## config.mk

```make
export PLATFORM = sky130hd
export DESIGN_NAME = writeback_stage
export DESIGN_NICKNAME = d
export VERILOG_FILES = /design/src/rtl/writeback_stage.sv
export SDC_FILE = /design/constraint.sdc
export NUM_CORES = 1
export LEC_CHECK = 0
export CAP_MARGIN = 20
export CORE_UTILIZATION = 54
export DETAILED_ROUTE_END_ITERATION = 12
export PLACE_DENSITY = 0.86
export RECOVER_POWER = 50
export SETUP_SLACK_MARGIN = 0.15
export SLEW_MARGIN = 25
export SYNTH_ARGS = -nofsm -noshare
export SYNTH_HDL_FRONTEND = slang
export SYNTH_SLANG_ARGS = --single-unit
```

## constraint.sdc

```tcl
create_clock -name i_clk -period 5.5 [get_ports i_clk]
set_input_delay 1.65 -clock i_clk [delete_from_list [all_inputs] [get_ports i_clk]]
set_output_delay 1.65 -clock i_clk [all_outputs]
set_load 0.03 [all_outputs]
```

## src/rtl/writeback_stage.sv

```systemverilog
// writeback_stage: WB pipeline register, register-file write port and a
// per-register scoreboard of in-flight writes used by decode for RAW stalls.
// Optional macro FORWARD_EN enables a bypass from the WB register to decode
// so that a source whose only pending write is sitting in WB does not stall.
module writeback_stage #(
  parameter int DATA_W = 16,
  parameter int ADDR_W = 4
) (
  input  logic              i_clk,
  input  logic              i_reset,
  input  logic              i_issue_valid,
  input  logic              i_issue_we,
  input  logic [ADDR_W-1:0] i_issue_dest,
  output logic              o_issue_full,
  input  logic              i_res_valid,
  input  logic              i_res_we,
  input  logic [ADDR_W-1:0] i_res_dest,
  input  logic              i_res_memtoreg,
  input  logic [DATA_W-1:0] i_res_alu,
  input  logic [DATA_W-1:0] i_res_mem,
  input  logic [ADDR_W-1:0] i_src_add1,
  input  logic [ADDR_W-1:0] i_src_add2,
  output logic              o_stall,
  output logic              o_write_en,
  output logic [ADDR_W-1:0] o_write_add,
  output logic [DATA_W-1:0] o_write_data,
  output logic              o_fwd_hit1,
  output logic              o_fwd_hit2,
  output logic [DATA_W-1:0] o_fwd_data,
  output logic              o_sb_error
);

  localparam int NREG = 2 ** ADDR_W;

  logic              r_wb_valid;
  logic [ADDR_W-1:0] r_wb_dest;
  logic [DATA_W-1:0] r_wb_data;
  logic              r_sb_error;
  logic [1:0]        r_cnt [NREG];

  logic              w_issue_full;
  logic              w_inc;
  logic [NREG-1:0]   w_inc_vec;
  logic [NREG-1:0]   w_dec_vec;
  logic              w_dec_zero;
  logic              w_fwd1;
  logic              w_fwd2;
  logic              w_haz1;
  logic              w_haz2;

  // An issue is refused while its destination counter is saturated.
  assign w_issue_full = i_issue_valid & i_issue_we & (r_cnt[i_issue_dest] == 2'd3);
  assign w_inc        = i_issue_valid & i_issue_we & ~w_issue_full;
  assign w_dec_zero   = r_wb_valid & (r_cnt[r_wb_dest] == 2'd0);

  // One-hot increment/decrement selects per scoreboard entry.
  always_comb begin
    w_inc_vec = '0;
    w_dec_vec = '0;
    for (int i = 0; i < NREG; i++) begin
      w_inc_vec[i] = w_inc      & (i_issue_dest == ADDR_W'(i));
      w_dec_vec[i] = r_wb_valid & (r_wb_dest    == ADDR_W'(i));
    end
  end

  // WB pipeline register; results that do not write create no entry.
  always_ff @(posedge i_clk) begin
    if (i_reset) begin
      r_wb_valid <= 1'b0;
      r_wb_dest  <= '0;
      r_wb_data  <= '0;
    end else begin
      r_wb_valid <= i_res_valid & i_res_we;
      r_wb_dest  <= i_res_dest;
      r_wb_data  <= i_res_memtoreg ? i_res_mem : i_res_alu;
    end
  end

  // Pending-write counters; an inc and dec on the same entry cancel.
  always_ff @(posedge i_clk) begin
    if (i_reset) begin
      for (int i = 0; i < NREG; i++) r_cnt[i] <= 2'd0;
    end else begin
      for (int i = 0; i < NREG; i++) begin
        if (w_inc_vec[i] && !w_dec_vec[i])
          r_cnt[i] <= r_cnt[i] + 2'd1;
        else if (w_dec_vec[i] && !w_inc_vec[i] && (r_cnt[i] != 2'd0))
          r_cnt[i] <= r_cnt[i] - 2'd1;
      end
    end
  end

  // Sticky flag for a retire that the scoreboard never saw issued.
  always_ff @(posedge i_clk) begin
    if (i_reset)         r_sb_error <= 1'b0;
    else if (w_dec_zero) r_sb_error <= 1'b1;
  end

`ifdef FORWARD_EN
  // Bypass only when the write in WB is the sole outstanding write.
  assign w_fwd1 = r_wb_valid & (r_wb_dest == i_src_add1) & (r_cnt[i_src_add1] == 2'd1);
  assign w_fwd2 = r_wb_valid & (r_wb_dest == i_src_add2) & (r_cnt[i_src_add2] == 2'd1);
`else
  assign w_fwd1 = 1'b0;
  assign w_fwd2 = 1'b0;
`endif

  assign w_haz1 = (r_cnt[i_src_add1] != 2'd0) & ~w_fwd1;
  assign w_haz2 = (r_cnt[i_src_add2] != 2'd0) & ~w_fwd2;

  assign o_issue_full = w_issue_full;
  assign o_stall      = w_haz1 | w_haz2 | w_issue_full;
  assign o_write_en   = r_wb_valid;
  assign o_write_add  = r_wb_dest;
  assign o_write_data = r_wb_data;
  assign o_fwd_hit1   = w_fwd1;
  assign o_fwd_hit2   = w_fwd2;
  assign o_fwd_data   = r_wb_data;
  assign o_sb_error   = r_sb_error;

endmodule
```

==> out/metrics.csv <==
stage;metric;value;unit
pwr;combinational power share;0.234;
timing;Slew headroom;-0.686;
logic_synthesis;Post-synth top cells;nor2_1 (75), nand2_1 (47), edfxtp_1 (32);
floorplanning;row count;30;
floorplanning;core area;6910;um2
run_status;status;finished, violations left;
layout;diode count;0;
clocking;worst skew pair latency;0.31;ns
logic_synthesis;adder-cell share of the synthesized area;0.00828;
layout;Area Overhead vs Synth;25.2;%
worst_hold_path;hold wc startpoint;o_sb_error;
clocking;clock root buffer;clkbuf_8;
worst_setup_path;startpoint type of the worst setup path;input port;
pwr;Leak;1.81;nW
worst_setup_path;Worst Path Required;3.85;ns
placed_design;dpl ws;-0.340;ns
drt;wire per inst;18.1;um
timing;final setup fails;0;
drt;vias per cell;6.39;
logic_synthesis;area fraction of the dominant cell type after synthesis;0.245;
logic_synthesis;Async SR Flop Fraction;0;
timing;Hold Slack;0.555;ns
floorplanning;Die ar.;7620;um2
timing;total negative slack;0;ns
worst_setup_path;delay-heaviest family, CP;buffers and inverters;
layout;# nets final;594;
worst_setup_path;worst reg2reg setup slack;3.08;ns
logic_synthesis;compound-cell area share of the yosys netlist;0.153;
global_routing;Overall Global Routing Usage;0.299;
timing;Final Hold Fails;0;
clocking;clock sinks;54;
timing;fmax;0.191;GHz
logic_synthesis;mux cell area share after synthesis;0.103;
drt;post-route ant nets;0;
worst_setup_path;Slowest Stage Delay on Critical Path;0.54;ns
drt;Residual DRC;0;
worst_setup_path;worst-path cell chain;clkdlybuf4s50_1 > mux4_2 > or3b_1 > nand4_1 > or3_1 > clkdlybuf4s15_2;
global_routing;vias in the first global route;3728;
worst_hold_path;Hold Path End;o_sb_error;
logic_synthesis;ranking of synthesized cells by area;edfxtp_1 (24%), dfxtp_1 (11%), nor2_1 (7.2%), mux2i_1 (4.6%), nand2_1 (4.5%);
layout;layout cells sized above 1;0.0612;
timing;Final Slew Violations;58;
logic_synthesis;largest family of logic cells by synthesized area;simple AND/OR/NAND/NOR gates;
logic_synthesis;Post-synth EDFFs;32;
logic_synthesis;Post-Synth XOR/XNOR Area;0.00892;
drt;Pre-antenna DRT Iters;5;
run_status;failing checks;max-capacitance violations, max-slew violations;
pwr;Clk pwr share;0.286;
layout;final core occ;0.712;
logic_synthesis;count of cell types in the netlist;62;
timing;Layout Skew;0.00993;ns
pwr;Switch Pwr;0.000297;W
floorplanning;die height;87.3;um
placed_design;final HPWL from detailed placement;8.55;mm
worst_setup_path;slowest cell on the critical path;clkdlybuf4s50_1;
timing;Final min period;5.23;ns
clocking;Inserted Clock Buffers;5;
clocking;postcts setup bufs;0;
global_routing;largest net degree at the start of global routing;58;
logic_synthesis;Post-Synthesis Cells;475;
worst_setup_path;R2R depth;5;
logic_synthesis;Mapped Avg Cell Area;8.27;um2
pwr;sequential share of power;0.480;
clocking;H-tree depth;2;
placed_design;GP Congestion;0.930;
clocking;CTS tree;done;
timing;fin crit share;0.950;
global_routing;initial antenna violation count;0;
drt;WL final;11.5;mm
pwr;Power Density;207;nW/um2
pwr;Net Sw Frac;0.292;
worst_setup_path;R2R Path Start;o_write_add[0];
placed_design;Port Buf Inserts;94;
logic_synthesis;Syn. warnings;0;
worst_setup_path;CP arrival;3.58;ns
logic_synthesis;Simple-Gate Fraction of Synth Area;0.295;
floorplanning;Die Wd;87.3;um
drt;DRT iter0 DRCs;585;
timing;Tightest Pin Transition;2.53;ns
timing;post-route setup slack;0.274;ns
logic_synthesis;leading area contributor after synthesis;edfxtp_1;
global_routing;first-pass GRT wire length;17.8;mm
worst_setup_path;worst r2r dst;r_cnt[3][1];
layout;final non-filler cell total;635;
worst_hold_path;Hold WC Path Type;flip-flop to flip-flop;
worst_setup_path;Crit Path Category;input port to primary output;
job;Max Cap Viol;1;
floorplanning;I/O pins;97;
clocking;Clock Tree Buf Depth;2;
logic_synthesis;most common cell in the netlist;nor2_1;
floorplanning;initial core utilization;0.569;
worst_hold_path;hold path depth;2;
logic_synthesis;post-synthesis sequential area ratio;0.357;
clocking;Reg clk slew, reported paths;0.10;ns
logic_synthesis;mapped cell area;3930;um2
global_routing;GRT overflow;0;
logic_synthesis;Top FF cell, synth;edfxtp_1;
timing;RSZ-0062 raised after global routing;false;
drt;total number of vias;4058;
worst_setup_path;CP Capture Type;primary output;
worst_setup_path;CP Max Fanout;2;
worst_setup_path;worst path bufs/invs;2;
placed_design;Inst Count DP;627;
logic_synthesis;flip-flop and latch count after synthesis;54;
pwr;Peak VDD IR;0.000193;V
pwr;Int Pwr;0.000720;W
==> what timing repair did <==
item                                    4_1_cts  5_1_grt
endpoints found under the setup margin        1        1
endpoints found under the hold margin         0        0
gates resized for setup                       5        3
hold buffers                                  0        0
==> per-stage QoR <==
step	total power, W	instance area, um2
final	0.00102	4920
after floorplan	0.000634	3930
after global placement	0.000729	4790
after CTS	0.00102	4920
after global routing	0.00105	4920
after detailed placement	0.000736	4790
==> registers in the layout, summed over array words and instances (netlist names) <==
name         count
r_cnt           32
o_fwd_data      16
o_write_add      4
o_sb_error       1
o_write_en       1
==> power groups by stage <==
stage / sequential (W) / clock (W) / combinational [W]
2_1_floorplan: 0.000498 / 0 / 0.000136
3_3_place_gp: 0.000494 / 0 / 0.000234
3_5_place_dp: 0.000496 / 0 / 0.000240
4_1_cts: 0.000487 / 0.000295 / 0.000240
5_1_grt: 0.000491 / 0.000309 / 0.000254
6_report: 0.000488 / 0.000291 / 0.000238
==> cell type report <==
cell class	instances	area, um2
inverter	5	18.8
multi-input combinational	368	2240
sequential	54	1400
fill	546	1990
tap	96	120
clock buffer	8	133
timing repair buffer	104	1000
==> layer usage <==
layer  track usage  routed length [um]
met1         0.397                4380
met3        0.0398                1150
met5             0                   0
met2         0.503                5660
met4         0.101                 310
==> tightest hold or removal path, cell delays in order, from the launching register on <==
cell      delay (ns)
dfxtp_1         0.35
nor2_1          0.11
a211oi_1        0.06
==> worst max path at each step <==
| stage | slack, ns | cells past startpoint | to | startpoint |
|---|---|---|---|---|
| 6_report | 0.27 | 6 | o_stall | i_src_add1[1] |
| 3_5_place_dp | -0.34 | 7 | o_stall | i_issue_dest[3] |
| 3_3_place_gp | -0.32 | 7 | o_stall | i_issue_dest[3] |
| 2_1_floorplan | 0.31 | 4 | o_stall | i_issue_dest[3] |
| 5_1_grt | 0.18 | 8 | o_stall | i_issue_dest[0] |
| 4_1_cts | 0.21 | 6 | o_stall | i_src_add2[2] |
==> logic make-up after synthesis <==
family	count (synthesis)
other cells	1
fa+ha+maj	3
compound gates	93
buf+inv	54
flops	54
mux	29
simple gates	237
xor+xnor	4
==> placed cells by master (no fill, tap or decap), types with 4 or more instances in the layout <==
cell	n
nor2b_1	8
nand3_1	18
nor3_1	30
a2111oi_0	4
clkdlybuf4s50_1	56
inv_1	5
and3_1	6
dlygate4sd3_1	32
o21ai_0	24
nand4_1	10
and2_1	6
nand2b_1	4
or3_1	5
nor2_1	75
a21oi_1	25
buf_4	10
nand2_1	47
mux2i_1	18
edfxtp_1	32
dfxtp_1	22
a211oi_1	8
a31oi_1	7
mux4_2	5
nand3b_1	7
nor3b_1	6
clkbuf_8	6
(Power assumes the default switching activity.)
==> RTL edit 1 (config.mk and constraints unchanged) <==
`DATA_W`: 16 -> 24.
--- a/src/rtl/writeback_stage.sv
+++ b/src/rtl/writeback_stage.sv
@@ -4,5 +4,5 @@
 // so that a source whose only pending write is sitting in WB does not stall.
 module writeback_stage #(
-  parameter int DATA_W = 16,
+  parameter int DATA_W = 24,
   parameter int ADDR_W = 4
 ) (
Ports: changed (resized i_res_alu, i_res_mem, o_fwd_data and o_write_data); port bits go from 97 to 129. No check against the original RTL was run, so the function may have changed too.
==> RTL edit 1 against the original RTL <==
The flow still finishes with violations (max-capacitance violations, max-slew violations); highest routed layer unchanged; area after synthesis up 5.4%; setup slack worse by 0.052 ns; critical path depth up 1; via count down 5.8%; clock power up 44%; sequential cell count up 8; total power up 26%; first-iteration DRC count down 31%; critical endpoint unchanged; maximum frequency down 0.99%; count of clock-buffer cells in the layout up 4; wire length up 1.5%; design area up 12%; die area up 5.3%.
==> RTL edit 1: results (changes against the original RTL) <==
outcome: complete, but fails checks
failing checks: max-capacitance violations, max-slew violations
WP data arrival: 3.63 ns (+0.05 ns)
clk_lat worst skew: 0.35 ns (+0.04 ns)
library cells used by synthesis: 56 (-9.7%)
Port-buffer cells: 126 (+34%)
Reg clk slew, reported paths: 0.07 ns (-0.03 ns)
Inserted Clock Buffers: 9 (+4)
mux contribution to synthesized area: 18.7% (+8.4 points)
max-cap violations: 1 (unchanged)
Synth Area in Adders: 0.302% (-0.53 points)
# nets final: 597 (+0.51%)
DR iter-0 viols: 401 (-31%)
Reg2Reg Depth: 6 (+1)
largest net degree at the start of global routing: 53 (-8.6%)
router iterations before antenna repair: 6 (+1)
share of cells above drive strength 1: 10.6% (+4.4 points)
sequential element share of the synthesized area: 37.7% (+2.0 points)
WL per Instance: 18.6 um (+2.5%)
Seq pwr share: 42.4% (-5.6 points)
first-pass GRT wire length: 17.9 mm (+0.82%)
dpl ws: 0.216 ns (+0.556 ns)
most frequent cells after synthesis: 66 x nor2_1, 35 x mux2i_1, 32 x edfxtp_1, 32 x nand2_1, 30 x dfxtp_1
RR Startpoint: r_cnt[0][0]
dpl cells: 613 (-2.2%)
FF-to-FF setup slack: 3.13 ns (+0.05 ns)
Non-Filler Instances: 629 (-0.94%)
Internal: 894 uW (+24%)
clk_skew: 0.0158 ns (+0.00591 ns)
R2R Path End: r_cnt[1][1]
GRT Util Overall: 30.2% (+0.30 points)
area of placed instances: 5310 um^2 (+11%)
hpwl dp: 8.89 mm (+3.9%)
Final Cycle Share: 96.0% (+0.95 points)
ranking of synthesized cells by area: edfxtp_1 23%, dfxtp_1 15%, mux2i_1 8.5%
Filler cells: 473 (-13%)
Slew @ Worst Pin: 2.31 ns (-0.217 ns)
EDFF count, synth: 32 (unchanged)
H-tree level count: 3 (+1)
worst vdd ir: 146 uV (-24%)
Post-Synthesis Cells: 425 (-11%)
Leak Pwr: 0.00222 uW (+22%)
max-slew violation count: 53 (-8.6%)
slowest CP cell: mux4_2
pwr dens: 231 nW/um^2 (+12%)
xor/xnor share of the synthesized area: 1.90% (+1.0 points)
area fraction in compound gates after synthesis: 13.6% (-1.8 points)
worst hold path startpoint: o_sb_error
worst-path maximum fanout: 20 (+18)
Via Count: 3824 (-5.8%)
RTL edit 1: through the flow:
step           hold WS (ns)  utilization (%)
2_1_floorplan         0.580                -
3_3_place_gp          0.453             72.4
3_5_place_dp          0.474             72.4
4_1_cts               0.487             75.3
5_1_grt               0.549             75.3
6_report              0.476             75.3
RTL edit 1: worst max-delay path: cells and delay by family:
| family | cells | cell delay, ns |
|---|---|---|
| buffers and inverters | 3 | 0.89 |
| AO/OA/AOI/OAI | 1 | 0.21 |
| multiplexers | 3 | 0.86 |
RTL edit 1: how the worst max path moves through the flow:
stage	from	slack, ns	endpoint	cells past startpoint
CTS	i_issue_dest[0]	0.21	o_stall	7
detailed placement	i_issue_dest[0]	0.22	o_stall	7
global route	i_issue_dest[3]	0.17	o_stall	8
global placement	i_issue_dest[0]	0.24	o_stall	7
floorplan	i_issue_dest[0]	0.62	o_stall	7
finish	i_issue_dest[0]	0.22	o_stall	7
RTL edit 1: cell type report:
class	count	area share, %
Clock inverter	4	0.431
Tap cell	99	2.24
Sequential cell	62	28.3
Inverter	11	0.748
Clock buffer	12	3.40
Multi-Input combinational cell	308	41.1
Timing Repair Buffer	133	23.8
RTL edit 1: repair_timing:
item,CTS,global route
resized for setup,0,2
buffers inserted,0,0
setup endpoints to repair,0,1
RTL edit 1: cell families after synthesis:
logic type,after synthesis
simple gates,171
compound gates,69
flops,62
mux,56
buf+inv,56
xor+xnor,9
fa+ha+maj,1
other cells,1
RTL edit 1: metal layers:
| metal | vias up | track usage (%) | routed length (um) |
|---|---|---|---|
| met1 | 1806 | 36.1 | 4360 |
| met5 | - | 0 | 0 |
| met4 | 0 | 15.9 | 475 |
| li1 | 1742 | - | - |
| met2 | 233 | 50.3 | 5730 |
| met3 | 43 | 7.57 | 1110 |
==> RTL edit 2 (same settings) <==
Without the edit above. Take the reset off `r_wb_data` and load it in a clocked block of its own.
--- a/src/rtl/writeback_stage.sv
+++ b/src/rtl/writeback_stage.sv
@@ -69,10 +69,12 @@
       r_wb_valid <= 1'b0;
       r_wb_dest  <= '0;
-      r_wb_data  <= '0;
     end else begin
       r_wb_valid <= i_res_valid & i_res_we;
       r_wb_dest  <= i_res_dest;
-      r_wb_data  <= i_res_memtoreg ? i_res_mem : i_res_alu;
     end
+  end
+
+  always_ff @(posedge i_clk) begin
+    r_wb_data <= i_res_memtoreg ? i_res_mem : i_res_alu;
   end
 
Function: changed (a bounded check fails within 4 cycles, from zero or initial values and one cycle with i_reset high).
==> RTL edit 2 against the original RTL <==
The flow still finishes with violations (max-capacitance violations, max-slew violations); design area rose by 1.3%; count of clock-buffer cells in the layout fell by 2; maximum frequency fell by 1.1%; first-iteration DRC count fell by 55%; cell count fell by 12%; sequential cell count did not move; largest cell class unchanged; wire length fell by 4.0%; sequential power fell by 0.8%; utilization rose by 0.92 points; sequential share of layout area fell by 0.37 points; critical endpoint unchanged; total power fell by 0.71%; area after synthesis fell by 0.45%; setup slack got worse by 0.058 ns.
==> RTL edit 2: results (changes against the original RTL) <==
sequential element share of the synthesized area: 35.8% (+0.16 points)
GRT Util Overall: 30.7% (+0.73 points)
Synth Area in Adders: 0.320% (-0.51 points)
slew margin rel.: -19.5% (+49 points)
Via Count: 3622 (-11%)
Inserted Clock Buffers: 5 (unchanged)
DR iter-0 viols: 262 (-55%)
# nets final: 519 (-13%)
library cells used by synthesis: 63 (+1.6%)
Hold WC Path Type: reg -> reg
ranking of synthesized cells by area: edfxtp_1 25%, mux4_2 12%, dfxtp_1 11%
most frequent cells after synthesis: 56 x nor2_1, 41 x nand2_1, 32 x edfxtp_1, 22 x dfxtp_1, 21 x mux4_2
max-cap violations: 1 (unchanged)
DRC: 0 (unchanged)
WP data arrival: 3.63 ns (+0.05 ns)
clk_lat worst skew: 0.32 ns
dpl ws: -0.116 ns (+0.225 ns)
root buf cell: clkbuf_8
number of flip-flops in the largest register: 32 (unchanged)
DR top layer: met4
first-pass GRT wire length: 17.7 mm (-0.51%)
final WL: 11.0 mm (-4.0%)
Max clock buf depth: 2 (unchanged)
synth warn: 0 (unchanged)
FFs w/ async S/R, synth: 0% (unchanged)
antenna cells: 0 (unchanged)
clk_skew: 0.0163 ns (+0.00632 ns)
worst vdd ir: 126 uV (-35%)
main flop type after synthesis: edfxtp_1
area of placed instances: 4840 um^2 (+1.0%)
routability cong.: 0.964 (+3.6%)
Reg clk slew, reported paths: 0.11 ns
H-tree level count: 2 (unchanged)
max-slew violation count: 41 (-29%)
worst-path maximum fanout: 4 (+2)
share of cells above drive strength 1: 15.5% (+9.4 points)
mux contribution to synthesized area: 23.3% (+13 points)
Biggest register: r_cnt
Leak Pwr: 0.00175 uW (-3.4%)
failing checks: max-capacitance violations, max-slew violations
outcome: complete, but fails checks
largest net degree at the start of global routing: 41 (-29%)
DRT met1 WL: 4.21 mm (-4.0%)
router iterations before antenna repair: 5 (unchanged)
Port-buffer cells: 94 (unchanged)
wire length on met2: 5.27 mm (-6.9%)
EDFF count, synth: 32 (unchanged)
area fraction in compound gates after synthesis: 12.2% (-3.2 points)
xor/xnor share of the synthesized area: 1.34% (+0.45 points)
hpwl dp: 8.38 mm (-2.0%)
vias in the first global route: 3656 (-1.9%)
initial antenna violation count: 0 (unchanged)
DR WL met3: 1.22 mm (+6.8%)
## RTL edit 2: final cells by class
| class | instances | area, um^2 |
|---|---|---|
| Clock buffer | 6 | 72.6 |
| Clock inverter | 2 | 17.5 |
| Fill cell | 520 | 1930 |
| Inverter | 5 | 18.8 |
| Multi-Input combinational cell | 291 | 2270 |
| Sequential cell | 54 | 1400 |
| Tap cell | 96 | 120 |
| Timing Repair Buffer | 106 | 1080 |
## RTL edit 2: final timing paths
| path | slack (ns) | startpoint | cells past startpoint | to |
|---|---|---|---|---|
| min reg2reg | 0.51 | o_sb_error | 2 | o_sb_error |
| max | 0.22 | i_src_add2[1] | 5 | o_stall |
| min | 0.51 | o_sb_error | 2 | o_sb_error |
| max reg2reg | 2.70 | r_cnt[14][0] | 8 | r_cnt[8][1] |
## RTL edit 2: metal layers
metal	up-vias	global-route usage (%)
met5	-	0
li1	1593	-
met2	273	50.8
met3	43	9.48
met4	0	13.3
met1	1713	37.0
## RTL edit 2: stage by stage
| stage | std cells | util, % |
|---|---|---|
| after floorplan | 388 | - |
| after global placement | 549 | 70.1 |
| after detailed placement | 549 | 70.1 |
| after CTS | 560 | 72.2 |
| after global routing | 560 | 72.1 |
| final | 560 | 72.1 |
## RTL edit 2: what timing repair did
item	4_1_cts	5_1_grt
buffers inserted	2	0
setup endpoints to repair	2	0
gates resized for setup	6	0
## RTL edit 2: power breakdown
part | internal (uW) | leakage [uW] | switching [uW] | total (uW)
Combinational | 143 | 0.00119 | 152 | 295
Clock | 92.8 | 0.0000458 | 139 | 232
Sequential | 454 | 0.000514 | 29.5 | 484
## RTL edit 2: critical path: stages
cell and delay, ns:
clkdlybuf4s50_1 0.64, mux4_2 0.55, mux4_2 0.49, o211ai_1 0.12, buf_4 0.19
